`src/rtl/smi_rx_streamer_pkg.sv`:
```
// Shared definitions for the SMI RX streamer: controller state encoding and SMI byte width.
package smi_rx_streamer_pkg;

  localparam int SMI_BYTE_W = 8;

  typedef enum logic [1:0] {
    ST_IDLE,
    ST_FETCH,
    ST_LOAD,
    ST_SEND
  } state_t;

endpackage

```
`src/rtl/smi_rx_streamer_if.sv`:
```
// FIFO read port and SMI byte bus of the RX streamer.
// The master side belongs to the streamer; the slave side belongs to the FIFO/SMI environment.
interface smi_rx_streamer_if #(
  parameter int DATA_W = 32
);
  import smi_rx_streamer_pkg::*;

  logic                  i_fifo_empty;
  logic                  o_fifo_pull;
  logic [DATA_W-1:0]     i_fifo_data;
  logic                  i_smi_soe_se;
  logic [SMI_BYTE_W-1:0] o_smi_data;
  logic                  o_smi_data_oe;
  logic                  o_smi_irq;

  modport master (
    input  i_fifo_empty,
    input  i_fifo_data,
    input  i_smi_soe_se,
    output o_fifo_pull,
    output o_smi_data,
    output o_smi_data_oe,
    output o_smi_irq
  );

  modport slave (
    output i_fifo_empty,
    output i_fifo_data,
    output i_smi_soe_se,
    input  o_fifo_pull,
    input  o_smi_data,
    input  o_smi_data_oe,
    input  o_smi_irq
  );

endinterface

```
`src/rtl/smi_strobe_sync.sv`:
```
// Two-flop synchronizer for the asynchronous SMI read strobe plus rising-edge (end of read) detect.
// strobe_end is combinational from the edge register so the controller reacts on the following edge.
module smi_strobe_sync (
  input  logic i_sys_clk,
  input  logic i_rst_b,
  input  logic strobe_async,
  output logic strobe_sync,
  output logic strobe_end
);

  logic [1:0] sync_q;
  logic       edge_q;

  // Flops reset high: the strobe is active-low, so high means "no read in progress".
  always_ff @(posedge i_sys_clk or negedge i_rst_b) begin
    if (!i_rst_b) begin
      sync_q <= 2'b11;
      edge_q <= 1'b1;
    end else begin
      sync_q <= {sync_q[0], strobe_async};
      edge_q <= sync_q[1];
    end
  end

  assign strobe_sync = sync_q[1];
  assign strobe_end  = sync_q[1] & ~edge_q;

endmodule

```
`src/rtl/smi_rx_streamer.sv`:
```
// Streams FIFO words to the SMI bus one byte per host read strobe, MSB byte first.
// Optional feature: define SMI_RX_UNDERRUN_CNT_EN to add the o_underrun_cnt saturating counter.
module smi_rx_streamer
  import smi_rx_streamer_pkg::*;
#(
  parameter int DATA_W = 32
) (
  input  logic                      i_sys_clk,
  input  logic                      i_rst_b,
  input  logic                      i_enable,
  smi_rx_streamer_if.master         bus
`ifdef SMI_RX_UNDERRUN_CNT_EN
  ,
  output logic [7:0]                o_underrun_cnt
`endif
);

  localparam int NBYTES = DATA_W / SMI_BYTE_W;
  localparam int IDX_W  = (NBYTES > 1) ? $clog2(NBYTES) : 1;
  localparam logic [IDX_W-1:0] LAST_IDX = IDX_W'(NBYTES - 1);

  state_t            state;
  logic [DATA_W-1:0] word_q;
  logic [IDX_W-1:0]  idx_q;
  logic              strobe_sync;
  logic              strobe_end;

  function automatic logic [SMI_BYTE_W-1:0] word_byte(input logic [DATA_W-1:0] w,
                                                       input logic [IDX_W-1:0]  i);
    return w[DATA_W - 1 - SMI_BYTE_W * int'(i) -: SMI_BYTE_W];
  endfunction

  smi_strobe_sync u_strobe_sync (
    .i_sys_clk    (i_sys_clk),
    .i_rst_b      (i_rst_b),
    .strobe_async (bus.i_smi_soe_se),
    .strobe_sync  (strobe_sync),
    .strobe_end   (strobe_end)
  );

  // Drive the bus only while the host holds the read strobe low.
  assign bus.o_smi_data_oe = i_enable & ~strobe_sync;

  // NOTE: state uses <= so every flop samples pre-edge values whatever the statement order.
  always_ff @(posedge i_sys_clk or negedge i_rst_b) begin
    if (!i_rst_b) begin
      state           <= ST_IDLE;
      // NOTE: the word register is reset because a discarded word must never reappear; plain data storage would normally stay unreset.
      word_q          <= '0;
      idx_q           <= '0;
      bus.o_fifo_pull <= 1'b0;
      bus.o_smi_data  <= '0;
      bus.o_smi_irq   <= 1'b0;
    end else if (!i_enable) begin
      // Abandon everything; a pull already on the bus is not reissued.
      state           <= ST_IDLE;
      word_q          <= '0;
      idx_q           <= '0;
      bus.o_fifo_pull <= 1'b0;
      bus.o_smi_data  <= '0;
      bus.o_smi_irq   <= 1'b0;
    end else begin
      bus.o_fifo_pull <= 1'b0;
      case (state)
        ST_IDLE: begin
          if (!bus.i_fifo_empty) begin
            state           <= ST_FETCH;
            bus.o_fifo_pull <= 1'b1;
          end
        end
        ST_FETCH: state <= ST_LOAD;
        ST_LOAD: begin
          word_q         <= bus.i_fifo_data;
          idx_q          <= '0;
          bus.o_smi_data <= bus.i_fifo_data[DATA_W-1 -: SMI_BYTE_W];
          bus.o_smi_irq  <= 1'b1;
          state          <= ST_SEND;
        end
        ST_SEND: begin
          if (strobe_end) begin
            if (idx_q == LAST_IDX) begin
              idx_q          <= '0;
              bus.o_smi_data <= '0;
              bus.o_smi_irq  <= 1'b0;
              if (!bus.i_fifo_empty) begin
                state           <= ST_FETCH;
                bus.o_fifo_pull <= 1'b1;
              end else begin
                state <= ST_IDLE;
              end
            end else begin
              idx_q          <= idx_q + 1'b1;
              bus.o_smi_data <= word_byte(word_q, idx_q + 1'b1);
            end
          end
        end
        // NOTE: a default arm keeps the case total; the same gap in combinational code would infer a latch.
        default: state <= ST_IDLE;
      endcase
    end
  end

`ifdef SMI_RX_UNDERRUN_CNT_EN
  logic [7:0] underrun_q;

  // Host reads that arrive while no byte is presented, saturating.
  always_ff @(posedge i_sys_clk or negedge i_rst_b) begin
    if (!i_rst_b) begin
      underrun_q <= '0;
    end else if (!i_enable) begin
      underrun_q <= '0;
    end else if (strobe_end && (state != ST_SEND) && (underrun_q != 8'hFF)) begin
      underrun_q <= underrun_q + 8'd1;
    end
  end

  assign o_underrun_cnt = underrun_q;
`endif

endmodule
```
`src/flat_wrapper.sv`:
```
// flat-port wrapper written by rule: the top's interface ports become plain ports
module smi_rx_streamer_flat import smi_rx_streamer_pkg::*;
#(
  parameter int DATA_W = 32
)
  (i_sys_clk, i_rst_b, i_enable, bus_i_fifo_empty, bus_i_fifo_data, bus_i_smi_soe_se, bus_o_fifo_pull, bus_o_smi_data, bus_o_smi_data_oe, bus_o_smi_irq);
  smi_rx_streamer_if #(.DATA_W(DATA_W)) bus_i ();
  input  logic i_sys_clk;
  input  logic i_rst_b;
  input  logic i_enable;
  input wire logic [$bits(bus_i.i_fifo_empty)-1:0] bus_i_fifo_empty;
  input wire logic [$bits(bus_i.i_fifo_data)-1:0] bus_i_fifo_data;
  input wire logic [$bits(bus_i.i_smi_soe_se)-1:0] bus_i_smi_soe_se;
  output wire logic [$bits(bus_i.o_fifo_pull)-1:0] bus_o_fifo_pull;
  output wire logic [$bits(bus_i.o_smi_data)-1:0] bus_o_smi_data;
  output wire logic [$bits(bus_i.o_smi_data_oe)-1:0] bus_o_smi_data_oe;
  output wire logic [$bits(bus_i.o_smi_irq)-1:0] bus_o_smi_irq;
  assign bus_i.i_fifo_empty = bus_i_fifo_empty;
  assign bus_i.i_fifo_data = bus_i_fifo_data;
  assign bus_i.i_smi_soe_se = bus_i_smi_soe_se;
  assign bus_o_fifo_pull = bus_i.o_fifo_pull;
  assign bus_o_smi_data = bus_i.o_smi_data;
  assign bus_o_smi_data_oe = bus_i.o_smi_data_oe;
  assign bus_o_smi_irq = bus_i.o_smi_irq;
  smi_rx_streamer #(.DATA_W(DATA_W)) u_core (.i_sys_clk(i_sys_clk), .i_rst_b(i_rst_b), .i_enable(i_enable), .bus(bus_i));
endmodule
```
`config.mk`:
```
export PLATFORM = sky130hd
export DESIGN_NAME = smi_rx_streamer_flat
export DESIGN_NICKNAME = d
export VERILOG_FILES = /design/src/rtl/smi_rx_streamer_pkg.sv /design/src/rtl/smi_rx_streamer_if.sv /design/src/rtl/smi_strobe_sync.sv /design/src/rtl/smi_rx_streamer.sv /design/src/flat_wrapper.sv
export SDC_FILE = /design/constraint.sdc
export NUM_CORES = 1
export LEC_CHECK = 0
export ABC_CLOCK_PERIOD_IN_PS = 3800
export BUFFER_PORTS_ARGS = -buffer_cell sky130_fd_sc_hd__buf_2
export CAP_MARGIN = 20
export CORE_MARGIN = 4
export CORE_UTILIZATION = 58
export DETAILED_ROUTE_END_ITERATION = 6
export PLACE_DENSITY = 0.84
export REMOVE_ABC_BUFFERS = 1
export SYNTH_ARGS = -nofsm -noshare
export SYNTH_HDL_FRONTEND = slang
export SYNTH_HIERARCHICAL = 1
export SYNTH_SLANG_ARGS = --single-unit
export TNS_END_PERCENT = 20
```
`constraint.sdc`:
```
create_clock -name i_sys_clk -period 3.8 [get_ports i_sys_clk]
set_clock_uncertainty 0.05 [all_clocks]
set_input_delay 0.19 -clock i_sys_clk [delete_from_list [all_inputs] [get_ports i_sys_clk]]
set_output_delay 0.19 -clock i_sys_clk [all_outputs]
set_load 0.05 [all_outputs]
```
==> impl_results.md <==
* Arrival time at the worst endpoint at 2.33 ns
* Post-CTS setup buffer count at 0
* # H-tree levels at 2
* CTS tree: built
* Hold WC Path Type: in -> reg
* Antenna cells at 0
* DR pass1 iterations at 5
* Skew-Pair Late Insertion Delay at 0.30 ns
* Via count at 1599
* Wire per inst at 16.4 µm
* CP top delay family: adder cells
* Synth cell types at 32
* CP Class: reg -> reg
* Register area at 1230 µm²
* CP Max Fanout at 11
* GPL Wtd Cong at 0.734
* Status: finished clean
* Mapped cell area at 2310 µm²
* Fin nets at 280
* FMAX at 454 MHz
* Gr usage total at 20.1%
* Metal-1 WL at 2070 µm
* Met3 wire len at 261 µm
* Area Growth Syn to Fin at 16.1%
* Unrepaired setup endpoints after global routing: no
* Port-buffer cells at 47
* Grt total ovfl at 0
* Static leakage at 1.26 nW
* Least-Margin Pin Slew at 0.590 ns
* Yosys Warn Count at 6
* Cts bufs inserted at 5
* Resize count post-CTS at 0
* # DRC at 0
* Drt total wl at 4730 µm
* Initial drt markers at 103
* Setup ws final at 1.60 ns
* Pwr Density at 566 nW/µm²
* CP endpoint kind: register
* # setup viols final at 0
* Worst vdd ir at 0.000317 V
* Fin. max-slew vios at 0
* Slew HR at 60.6%
* Pin count of the biggest net entering global routing at 50
* Startpoint Class: register
* CTS clk-pin slew, worst paths at 0.08 ns
* Crit share post-route at 57.9%
* Initial antenna violation count at 0
* Synth Register Bits at 49
* Share of layout cells above drive strength 1 at 28.7%
* Die width at 71.2 µm
* Initial core utilization at 61.4%
* # IOs at 48
* Routed wl met2 at 2330 µm
* First-pass GRT wire length at 7930 µm
* Max incr delay on CP at 0.65 ns
* Root buf cell: clkbuf_8
* Seq/Total Area, Yosys at 53.1%
* Vias/cell at 5.55
* Num rows at 22
* Chip Height at 71.2 µm
* Tmin final at 2.20 ns
* Mapped Cells at 193
* Crit-path slowest cell: ha_1
* Clock Path Buffers at 2
* CP required at 3.93 ns
* WHS at 0.0390 ns
* Detailed Place HPWL at 3380 µm
* Critical Path, Cell by Cell: ha_1 > mux4_2 > and2_0 > a221o_1
* CTS Hold Buffers Added at 1
* Avg Cell Area, Syn at 12.0 µm²
* Buf+Inv Stages, Crit Path at 0
* Top Layer Used: met4
* Setup TNS at 0 ns
* FILL cells at 292
* Die area at 5070 µm²
* Core box area at 3770 µm²
* Post-placement worst setup slack at 1.62 ns
* Max Cap Violations at 0
* Antenna viol nets, final at 0
* Multi-input gate area at 1000 µm²
* Vias in the first global route at 1665
* Count of final hold-check violations at 0
* Sink Count at 49
## sequential cells by signal, indices dropped and copies added (netlist names)
register and cells:
u_core/word_q 32, u_core/u_strobe_sync/sync_q 2, u_core/u_strobe_sync/edge_q 1, u_core/bus.o_smi_irq 1, u_core/bus.o_smi_data 8, u_core/bus.o_fifo_pull 1
u_core/state 2, u_core/idx_q 2
## synth_stat cells, drive strengths merged
cell type	number	area [µm²]
nor2b	3	26.3
nand3	6	30.0
a31oi	1	6.26
a21bo	1	10.0
o21ai	3	15.0
a21boi	1	7.51
and2	7	43.8
and4b	1	10.0
nand2b	1	6.26
nor2	34	128
clkbuf	6	22.5
a21o	1	7.51
a2bb2oi	2	17.5
nand2	4	15.0
buf	7	41.3
a211oi	1	7.51
mux2	2	22.5
dfrtp	46	1150
a22oi	1	7.51
ha	4	50.1
dfstp	3	78.8
a221o	5	50.1
nand3b	1	7.51
mux4	7	165
a21oi	6	30.0
a2111oi	1	8.76
mux2i	33	330
inv	5	18.8
## final timing paths
| path | to | slack [ns] | from | depth (start not counted) |
|---|---|---|---|---|
| setup / recovery | u_core/bus.o_smi_data[7]$_DFFE_PN0P_ | 1.60 | u_core/idx_q[0]$_DFFE_PN0P_ | 4 |
| hold / removal | u_core/bus.o_fifo_pull$_DFF_PN0_ | 0.04 | bus_i_fifo_empty | 2 |
| setup reg to reg | u_core/bus.o_smi_data[7]$_DFFE_PN0P_ | 1.60 | u_core/idx_q[0]$_DFFE_PN0P_ | 4 |
| hold reg to reg | u_core/u_strobe_sync/sync_q[1]$_DFF_PN1_ | 0.31 | u_core/u_strobe_sync/sync_q[0]$_DFF_PN1_ | 0 |
| max in group asynchronous | u_core/word_q[5]$_DFFE_PN0P_ | 2.93 | i_rst_b | 3 |
| min in group asynchronous | u_core/word_q[19]$_DFFE_PN0P_ | 0.29 | i_rst_b | 2 |
## metal layers
metal  global-route usage [%]  vias up
li1                         -      771
met1                     27.1      777
met2                     32.0       44
met3                     4.69        7
met4                     7.10        0
met5                        0        -
## cells in the final DEF (no fill, tap or decap), types with 4 or more instances in the layout
master / instances
mux4_2: 5
dfrtp_1: 46
mux2i_1: 33
nand2_1: 4
inv_1: 5
buf_2: 47
clkbuf_8: 5
nor2_1: 34
a21oi_1: 6
nand3_1: 6
a221o_1: 5
and2_0: 5
## cell families after synthesis
group           share of synthesized area (%)
compound gates                           7.24
fa+ha+maj                                2.16
buf+inv                                  3.57
simple gates                             11.5
mux                                      22.4
flops                                    53.1
## final cells by class
cell class / instances / share of cell area (%)
timing repair buffer: 52 / 10.8
tap: 48 / 2.23
clock inverter: 1 / 0.279
sequential: 49 / 45.8
multi-input combinational: 126 / 37.4
inverter: 5 / 0.698
clock buffer: 7 / 2.84
## per-stage QoR
stage          instance area (µm²)  utilization [%]  cells  total power [mW]
4_1_cts                       2660             70.5    286              1.53
3_3_place_gp                  2560             68.0    277              1.21
3_5_place_dp                  2560             68.0    277              1.23
2_1_floorplan                 2250                -    180              1.09
6_report                      2690             71.3    288              1.52
5_1_grt                       2690             71.3    288              1.62
## power breakdown
| group | switching, mW | internal, mW |
|---|---|---|
| Sequential | 0.0662 | 0.621 |
| Clock | 0.166 | 0.130 |
| Combinational | 0.316 | 0.222 |
| Total | 0.548 | 0.974 |
Note: power is estimated with default switching activity, not from simulation.
